**src/rtl/jimmy_out_uart_tx.sv**
```systemverilog
// Output-port UART transmitter for jimmy: queues OUTPUT bytes in a FIFO and
// serialises them as 8N1 frames, exposing a pollable status byte.
module jimmy_out_uart_tx #(
    parameter int unsigned CLKS_PER_BIT = 868,
    parameter int unsigned FIFO_DEPTH   = 16
) (
    input  logic       jimmy_clk,
    input  logic       reset,
    input  logic [7:0] port_data,
    input  logic       port_strobe_n,
    input  logic       status_rd_n,
    output logic [7:0] status,
    output logic       tx,
    output logic       busy
);
    localparam int unsigned AW = $clog2(FIFO_DEPTH);
    localparam int unsigned CW = AW + 1;
    localparam int unsigned BW = 16;
    localparam logic [BW-1:0] BAUD_LAST = BW'(CLKS_PER_BIT - 1);
    localparam logic [CW-1:0] DEPTH_C   = CW'(FIFO_DEPTH);

    typedef enum logic [1:0] {IDLE, START, DATA, STOP} state_t;

    logic [7:0]    mem [FIFO_DEPTH];
    logic [AW-1:0] wr_ptr;
    logic [AW-1:0] rd_ptr;
    logic [CW-1:0] count;
    logic [CW-1:0] count_next;
    logic          strobe_q;
    logic          rd_q;
    logic          ovf;
    logic          ovf_next;
    logic          push;
    logic          clr;
    logic          full;
    logic          empty;
    logic          accept;
    logic          pop;

    state_t        state;
    state_t        state_next;
    logic [BW-1:0] baud;
    logic [BW-1:0] baud_next;
    logic [2:0]    bit_idx;
    logic [2:0]    bit_idx_next;
    logic [7:0]    shreg;
    logic [7:0]    shreg_next;
    logic          tx_next;

    // Falling-edge detection on the CPU strobes; history resets high.
    assign push  = strobe_q & ~port_strobe_n;
    assign clr   = rd_q & ~status_rd_n;
    assign full  = (count == DEPTH_C);
    assign empty = (count == '0);

    // A push into a full FIFO survives only if a pop frees a slot on the same edge.
    assign accept     = push & (~full | pop);
    assign ovf_next   = (push & full & ~pop) | (ovf & ~clr);
    assign count_next = count + CW'(accept) - CW'(pop);

    // Frame sequencer; tx is registered from the next-state decision.
    always_comb begin
        state_next   = state;
        baud_next    = baud;
        bit_idx_next = bit_idx;
        shreg_next   = shreg;
        tx_next      = tx;
        pop          = 1'b0;
        case (state)
            IDLE: begin
                tx_next = 1'b1;
                if (!empty) begin
                    pop        = 1'b1;
                    shreg_next = mem[rd_ptr];
                    baud_next  = '0;
                    tx_next    = 1'b0;
                    state_next = START;
                end
            end
            START: begin
                if (baud == BAUD_LAST) begin
                    baud_next    = '0;
                    bit_idx_next = '0;
                    tx_next      = shreg[0];
                    state_next   = DATA;
                end else begin
                    baud_next = baud + BW'(1);
                end
            end
            DATA: begin
                if (baud == BAUD_LAST) begin
                    baud_next = '0;
                    if (bit_idx == 3'd7) begin
                        tx_next    = 1'b1;
                        state_next = STOP;
                    end else begin
                        bit_idx_next = bit_idx + 3'd1;
                        shreg_next   = {1'b0, shreg[7:1]};
                        tx_next      = shreg[1];
                    end
                end else begin
                    baud_next = baud + BW'(1);
                end
            end
            STOP: begin
                if (baud == BAUD_LAST) begin
                    baud_next = '0;
                    if (!empty) begin
                        pop        = 1'b1;
                        shreg_next = mem[rd_ptr];
                        tx_next    = 1'b0;
                        state_next = START;
                    end else begin
                        tx_next    = 1'b1;
                        state_next = IDLE;
                    end
                end else begin
                    baud_next = baud + BW'(1);
                end
            end
            default: begin
                tx_next    = 1'b1;
                state_next = IDLE;
            end
        endcase
    end

    always_ff @(posedge jimmy_clk) begin
        if (reset) begin
            state    <= IDLE;
            baud     <= '0;
            bit_idx  <= '0;
            shreg    <= '0;
            tx       <= 1'b1;
            busy     <= 1'b0;
            wr_ptr   <= '0;
            rd_ptr   <= '0;
            count    <= '0;
            ovf      <= 1'b0;
            strobe_q <= 1'b1;
            rd_q     <= 1'b1;
            status   <= 8'h20;
        end else begin
            state    <= state_next;
            baud     <= baud_next;
            bit_idx  <= bit_idx_next;
            shreg    <= shreg_next;
            tx       <= tx_next;
            busy     <= (state_next != IDLE);
            strobe_q <= port_strobe_n;
            rd_q     <= status_rd_n;
            count    <= count_next;
            ovf      <= ovf_next;
            if (accept) wr_ptr <= wr_ptr + AW'(1);
            if (pop)    rd_ptr <= rd_ptr + AW'(1);
            // Status lags one edge: it snapshots the state left by the previous edge.
            status   <= {ovf, full, empty, (state != IDLE), 4'(count)};
        end
    end

    // Storage needs no reset; pointers and count define validity.
    always_ff @(posedge jimmy_clk) begin
        if (accept) mem[wr_ptr] <= port_data;
    end

endmodule

```
**config.mk**
```make
export PLATFORM = sky130hd
export DESIGN_NAME = jimmy_out_uart_tx
export DESIGN_NICKNAME = d
export VERILOG_FILES = /design/src/rtl/jimmy_out_uart_tx.sv
export SDC_FILE = /design/constraint.sdc
export NUM_CORES = 1
export LEC_CHECK = 0
export ABC_AREA = 1
export CAP_MARGIN = 20
export CORE_ASPECT_RATIO = 2
export CORE_MARGIN = 2
export CORE_UTILIZATION = 65
export CTS_CLUSTER_DIAMETER = 200
export DETAILED_ROUTE_END_ITERATION = 8
export DONT_BUFFER_PORTS = 1
export PLACE_DENSITY = 0.9
export SLEW_MARGIN = 10
export SYNTH_ARGS = -nofsm -noshare
export SYNTH_HDL_FRONTEND = slang
export SYNTH_SLANG_ARGS = --single-unit
```
**constraint.sdc**
```tcl
create_clock -name jimmy_clk -period 4 [get_ports jimmy_clk]
set_input_delay 0.2 -clock jimmy_clk [delete_from_list [all_inputs] [get_ports jimmy_clk]]
set_output_delay 0.2 -clock jimmy_clk [all_outputs]
set_load 0.03 [all_outputs]
```
## Word-level counts from Yosys, hierarchy flattened

Memories as Yosys holds them, arrays and structs flattened. A register that Yosys moved wholly into a read port is not among the register bits.
Index checks and enable logic that the tools add are counted.

| storage, ports and cells | value |
|---|---|
| register bits | 55 |
| bits in writable memories | 128 |
| input bits | 12 |
| output and inout port bits | 10 |
| logic and storage cells | 86 |
| memories | 1 |

| cells by class | value |
|---|---|
| $add $sub $neg | 6 |
| eq/ne operators | 11 |
| multiplexer cells | 32 |
| bitwise operators | 13 |
| reductions and logical operators | 10 |

Memory list:

| name | words | bits a word | read ports | clocked after memory_dff | write ports | line | text |
|---|---|---|---|---|---|---|---|
| mem | 16 | 8 | 1 | 1 | 1 | 24 | `logic [7:0] mem [FIFO_DEPTH];` |

Operators by type and width:

| cell | count |
|---|---|
| $mux 16 | 2 |
| $mux 8 | 4 |
| $pmux 16 s2 | 1 |
| $pmux 8 s3 | 1 |
| $add 16x1->16 const B | 1 |
| $eq 16x10->1 const B | 1 |
| $mux 1 | 10 |
| $mux 2 | 5 |
| $ne 2x2->1 const B | 5 |
| $mux 3 | 3 |
| $add 4x1->4 const B | 2 |
| $mux 4 | 2 |
| $pmux 2 s4 | 1 |
| $reduce_and 4->1 | 2 |
| $and 1x1->1 | 6 |
| $pmux 3 s2 | 1 |
| $reduce_bool 2->1 | 3 |
| $add 5x1->5 | 1 |
| $eq 5x5->1 const B | 1 |
| $logic_not 5->1 | 1 |
| $not 1->1 | 5 |
| $sub 5x1->5 | 1 |
| $eq 2x2->1 const B | 2 |
| $pmux 1 s4 | 1 |
| other kinds (9) | 10 |

## Logic depth before layout (Yosys ltp)

| depth | value |
|---|---|
| word-level depth | 8 |
| depth in mapped cells | 17 |
| depth with buffers taken out | 17 |

## Least setup slack after synthesis

Ideal clock, no wire load.

| path | value |
|---|---|
| path type | register -> register |
| start point | register state[1] |
| end point | register count[4] |
| arrival time | 2.253 ns |
| required time | 3.930 ns |
| setup slack | 1.678 ns |
| cell stages (with the launch flop) | 16 |
| buffers on the path | 0 |
| period minus slack after synthesis | 2.322 ns |
| cell sequence | dfxtp_1 inv_1 ha_1 inv_1 nand2_2 nand3_2 inv_1 nand2_1 nand2_1 ha_1 fa_1 nand2_1 a21oi_1 nor2_1 o21ai_0 a21oi_1 |

| between the ends | value |
|---|---|
| cells in the longest elaborated chain, start to end | 6 |
| elaborated cells between the ends (all ways) | 7 |
| classes of those cells | 2 x add/sub; 1 x eq/ne; 1 x mux; 2 x bitwise; 1 x reduce/logical |

RTL lines:

| element | line | text |
|---|---|---|
| from (decl) | 40 | `state_t state;` |
| from (signal assigned) | 144 | `state <= state_next;` |
| $eq 2x2->1 or $logic_not 2->1 (tied branches) | 69 | `case (state)` |
| $pmux 1 s2 * | 69 |  |
| $or 1x1->1 | 57 | `assign accept = push & (~full \| pop);` |
| $and 1x1->1 | 57 |  |
| $add 5x1->5 | 59 | `assign count_next = count + CW'(accept) - CW'(pop);` |
| $sub 5x1->5 * | 59 |  |
| to (signal assigned) | 152 | `count <= count_next;` |
| to (decl) | 27 | `logic [CW-1:0] count;` |

Mark *: on every way between the ends. The rest lies on a longest branch, timed or not.
A chain may end at the register's enable or synchronous reset.

## Worst setup path after layout

| path | value |
|---|---|
| start point | register baud[0] |
| end point | memory mem[4][3] (enable) |

| between the ends | value |
|---|---|
| cells in the longest elaborated chain, start to end | 7 |

RTL lines:

| element | line | text |
|---|---|---|
| from (decl) | 42 | `logic [BW-1:0] baud;` |
| from (signal assigned) | 145 | `baud <= baud_next;` |
| $eq 16x10->1 | 106 | `if (baud == BAUD_LAST) begin` |
| $mux 1 | 106 |  |
| $pmux 1 s2 | 69 |  |
| $or 1x1->1 | 57 |  |
| $and 1x1->1 | 57 |  |
| $mux 1 | 163 | `if (accept) mem[wr_ptr] <= port_data;` |
| $mux 1 (implied by the code) | 163 |  |
| to (decl) | 24 |  |

No other way between the ends.

==> flow_metrics.py <==
metrics = {
    "floorplanning": {
        "io_pins": 22,
        "core_area_mm2": 0.0126,
        "initial_core_util_pct": 66.5,
        "die_area_mm2": 0.0138,
        "die_h_um": 164,
        "die_w_um": 84.1,
        "rows": 58,
    },
    "place": {
        "port_buffers": 0,
        "globalplace.congestion": 0.917,
        "dpl.hpwl_um": 12300,
        "place_ws_ns": 1.25,
        "placed_cell_area_mm2": 0.00845,
        "placed_cells": 1025,
    },
    "worst_setup_path": {
        "arrival_ns": 2.89,
        "worst_path_largest_cell_delay_ns": 0.88,
        "reg2reg_setup_slack_ns": 1.16,
        "startpoint_type": "register",
        "crit_top_cell": "nand2_2",
        "crit_slowest_cell": "nor3_1",
        "path_cells": "ha_1 > nand3_1 > nor2_1 > nand3_2 > nand2_2 > nand2_2 > nand2_4 > nand2_2 > nor3_1",
        "crit_fanout": 20,
        "worstPathRequired_ns": 4.05,
        "critical_path_class": "reg -> reg",
        "cp-end-kind": "register",
    },
    "route": {
        "drc_errors": 0,
        "wl_per_cell_um": 17.9,
        "viasPerCell": 5.88,
        "antenna_left": 0,
        "routed-via-count": 6296,
        "wl_um": 19200,
        "drt_iter0_markers": 623,
        "first_pass_iters": 6,
    },
    "global_route": {
        "grt_usage_pct": 28.9,
        "grt_overflow": 0,
        "grt_pass1_vias": 6170,
        "grt_pass1_wl_um": 30200,
        "grt_start_max_net_pins": 68,
        "antenna_found_initial": 0,
    },
    "yosys": {
        "ys_warn_count": 0,
        "synth.avg_cell_area_um2": 9.29,
        "yosys.area.top_type_share_pct": 46.0,
        "synth_cell_types": 36,
        "yosys-top-cells-area": "edfxtp_1 46%, dfxtp_1 14%, nand2_1 12%",
        "synth-seq-cells": 187,
        "synthesis.area_mm2": 0.00835,
        "ys_seq_area_share_pct": 60.2,
        "postSynthCellCount": 899,
        "yosysTopAreaCell": "edfxtp_1",
        "synth_fp_nets": 930,
    },
    "pwr": {
        "p_per_area_mw_per_mm2": 622,
        "p_leak_uw": 0.00377,
        "irDropWorstVdd_uv": 487,
    },
    "final_layout": {
        "final_cell_mix": "263 x nand2_1, 128 x edfxtp_1, 108 x nand3_1",
        "drive_gt1_share_pct": 8.59,
        "multiInputGateArea_mm2": 0.00274,
        "nets": 938,
        "fin_area_mm2": 0.00919,
        "num-fill-cells": 825,
        "area_growth_pct": 10.1,
        "diodes": 0,
        "final_common_cell": "nand2_1",
        "finalNonFillerCells": 1070,
        "seq_area_mm2": 0.00503,
    },
    "clock_network": {
        "cts_buffers": 17,
        "clk_pin_slew_ns": 0.07,
        "postCtsSetupRepairBufs": 0,
        "cts_buffer_depth": 2,
        "cts-htree-levels": 4,
        "cts_tree": "built",
        "root_buffer": "clkbuf_16",
        "cts_sinks": 187,
        "worstSkewPairLatency_ns": 0.43,
        "ctsResizeCount": 0,
    },
    "timing": {
        "final_max_slew_viol_count": 0,
        "min_period_over_period_pct": 71.1,
        "rsz0062_at_grt": "no",
        "clock_skew_ns": 0.0101,
        "finalCriticalPeriod_ns": 2.84,
        "setup_tns_ns": 0,
        "relSlewSlack_pct": 31.2,
        "tightest_slew_ns": 1.02,
        "hold_viol_final": 0,
        "setup_ws_ns": 1.16,
        "setup_viol": 0,
        "fmax_ghz": 0.352,
    },
    "flow_run": {
        "maxCapViolations": 0,
    },
    "worst_hold_path": {
        "holdCritPathClass": "in -> reg",
    },
    "status": {
        "status": "finished clean",
    },
}
worst paths after layout:
path	startpoint	to	depth (start not counted)
min	reset	count[0]$_SDFF_PP0_	2
max reg2reg	baud[0]$_SDFFE_PP0P_	mem[4][3]$_DFFE_PP_	9
max	baud[0]$_SDFFE_PP0P_	mem[4][3]$_DFFE_PP_	9
min reg2reg	ovf$_SDFF_PP0_	status[7]$_SDFF_PP0_	2
report_power, final:
group	switching, uW	internal, uW
Combinational	1190	541
Clock	770	868
Sequential	137	2200
flip-flops by register name (all words and copies together) (netlist names), 3 cells and up, named ones only:
name	cells
status	8
baud	16
rd_ptr	4
shreg	8
bit_idx	3
mem	128
count	5
wr_ptr	4
stage by stage:
stage / total power, uW / utilization, % / hold WS (ns)
2_1_floorplan: 3630 / - / 0.297
3_3_place_gp: 3920 / 67.3 / 0.274
3_5_place_dp: 3980 / 67.3 / 0.278
4_1_cts: 5680 / 73.0 / 0.0537
5_1_grt: 6010 / 73.2 / 0.0768
6_report: 5710 / 73.2 / 0.0622
final cells by class:
class	instances	area share [%]
well taps	150	2.04
flip-flops and latches	187	54.7
inverters	110	4.49
repair buffers	24	2.56
clock buffers	18	4.90
clock inverters	14	1.54
multi-input cells	567	29.8
cells by family (layout without fill, tap and decap cells):
kind of cell	Yosys count	after routing	synth area share (%)
xor gates and xnor gates	6	6	0.629
adders and majority gates	19	19	2.94
and+or+nand+nor	468	468	24.4
buffers and inverters	145	166	7.01
AOI/OAI and AO/OA	74	74	4.80
DFF	187	187	60.2
worst max-delay path, delay by kind of cell (launching register included):
kind,cells,cell delay [ns]
adder cells (fa/ha/maj),1,0.24
flip-flops,1,0.38
AND/OR/NAND/NOR,8,1.84
cell usage after synthesis:
cell type,instances
nand3_2,3
buf_4,2
o31ai_1,1
nor2_1,49
nor3_1,16
a21oi_1,37
fa_1,1
dfxtp_1,59
o211ai_1,3
o21ai_1,1
or2_2,7
a211oi_1,3
xor2_1,4
o21bai_1,1
a31oi_1,3
buf_1,1
clkbuf_1,15
inv_2,5
nand2_1,263
buf_6,2
inv_1,104
buf_2,15
edfxtp_1,128
nor2_2,4
o22ai_1,2
nand2_4,4
o21ai_0,22
xnor2_1,2
nand3_1,108
nand4_1,4
nor2_8,1
clkinv_1,1
nand2_2,7
nand3b_1,2
ha_1,18
a21oi_2,1
per-layer routing:
metal  track usage, %  up-vias  part of all wire [%]  routed length [um]
met5                0        -                     0                   0
met4             20.6        0                   7.5                1430
met3             5.58      111                   6.2                1190
met2             52.2      327                    53               10200
met1             29.2     2887                    33                6320
li1                 -     2971                     -                   -
timing repair:
action,in CTS,in global routing
hold endpoints to repair,177,0
setup endpoints to repair,0,0
hold buffers,11,0
Power figures use the tool's default switching activity.
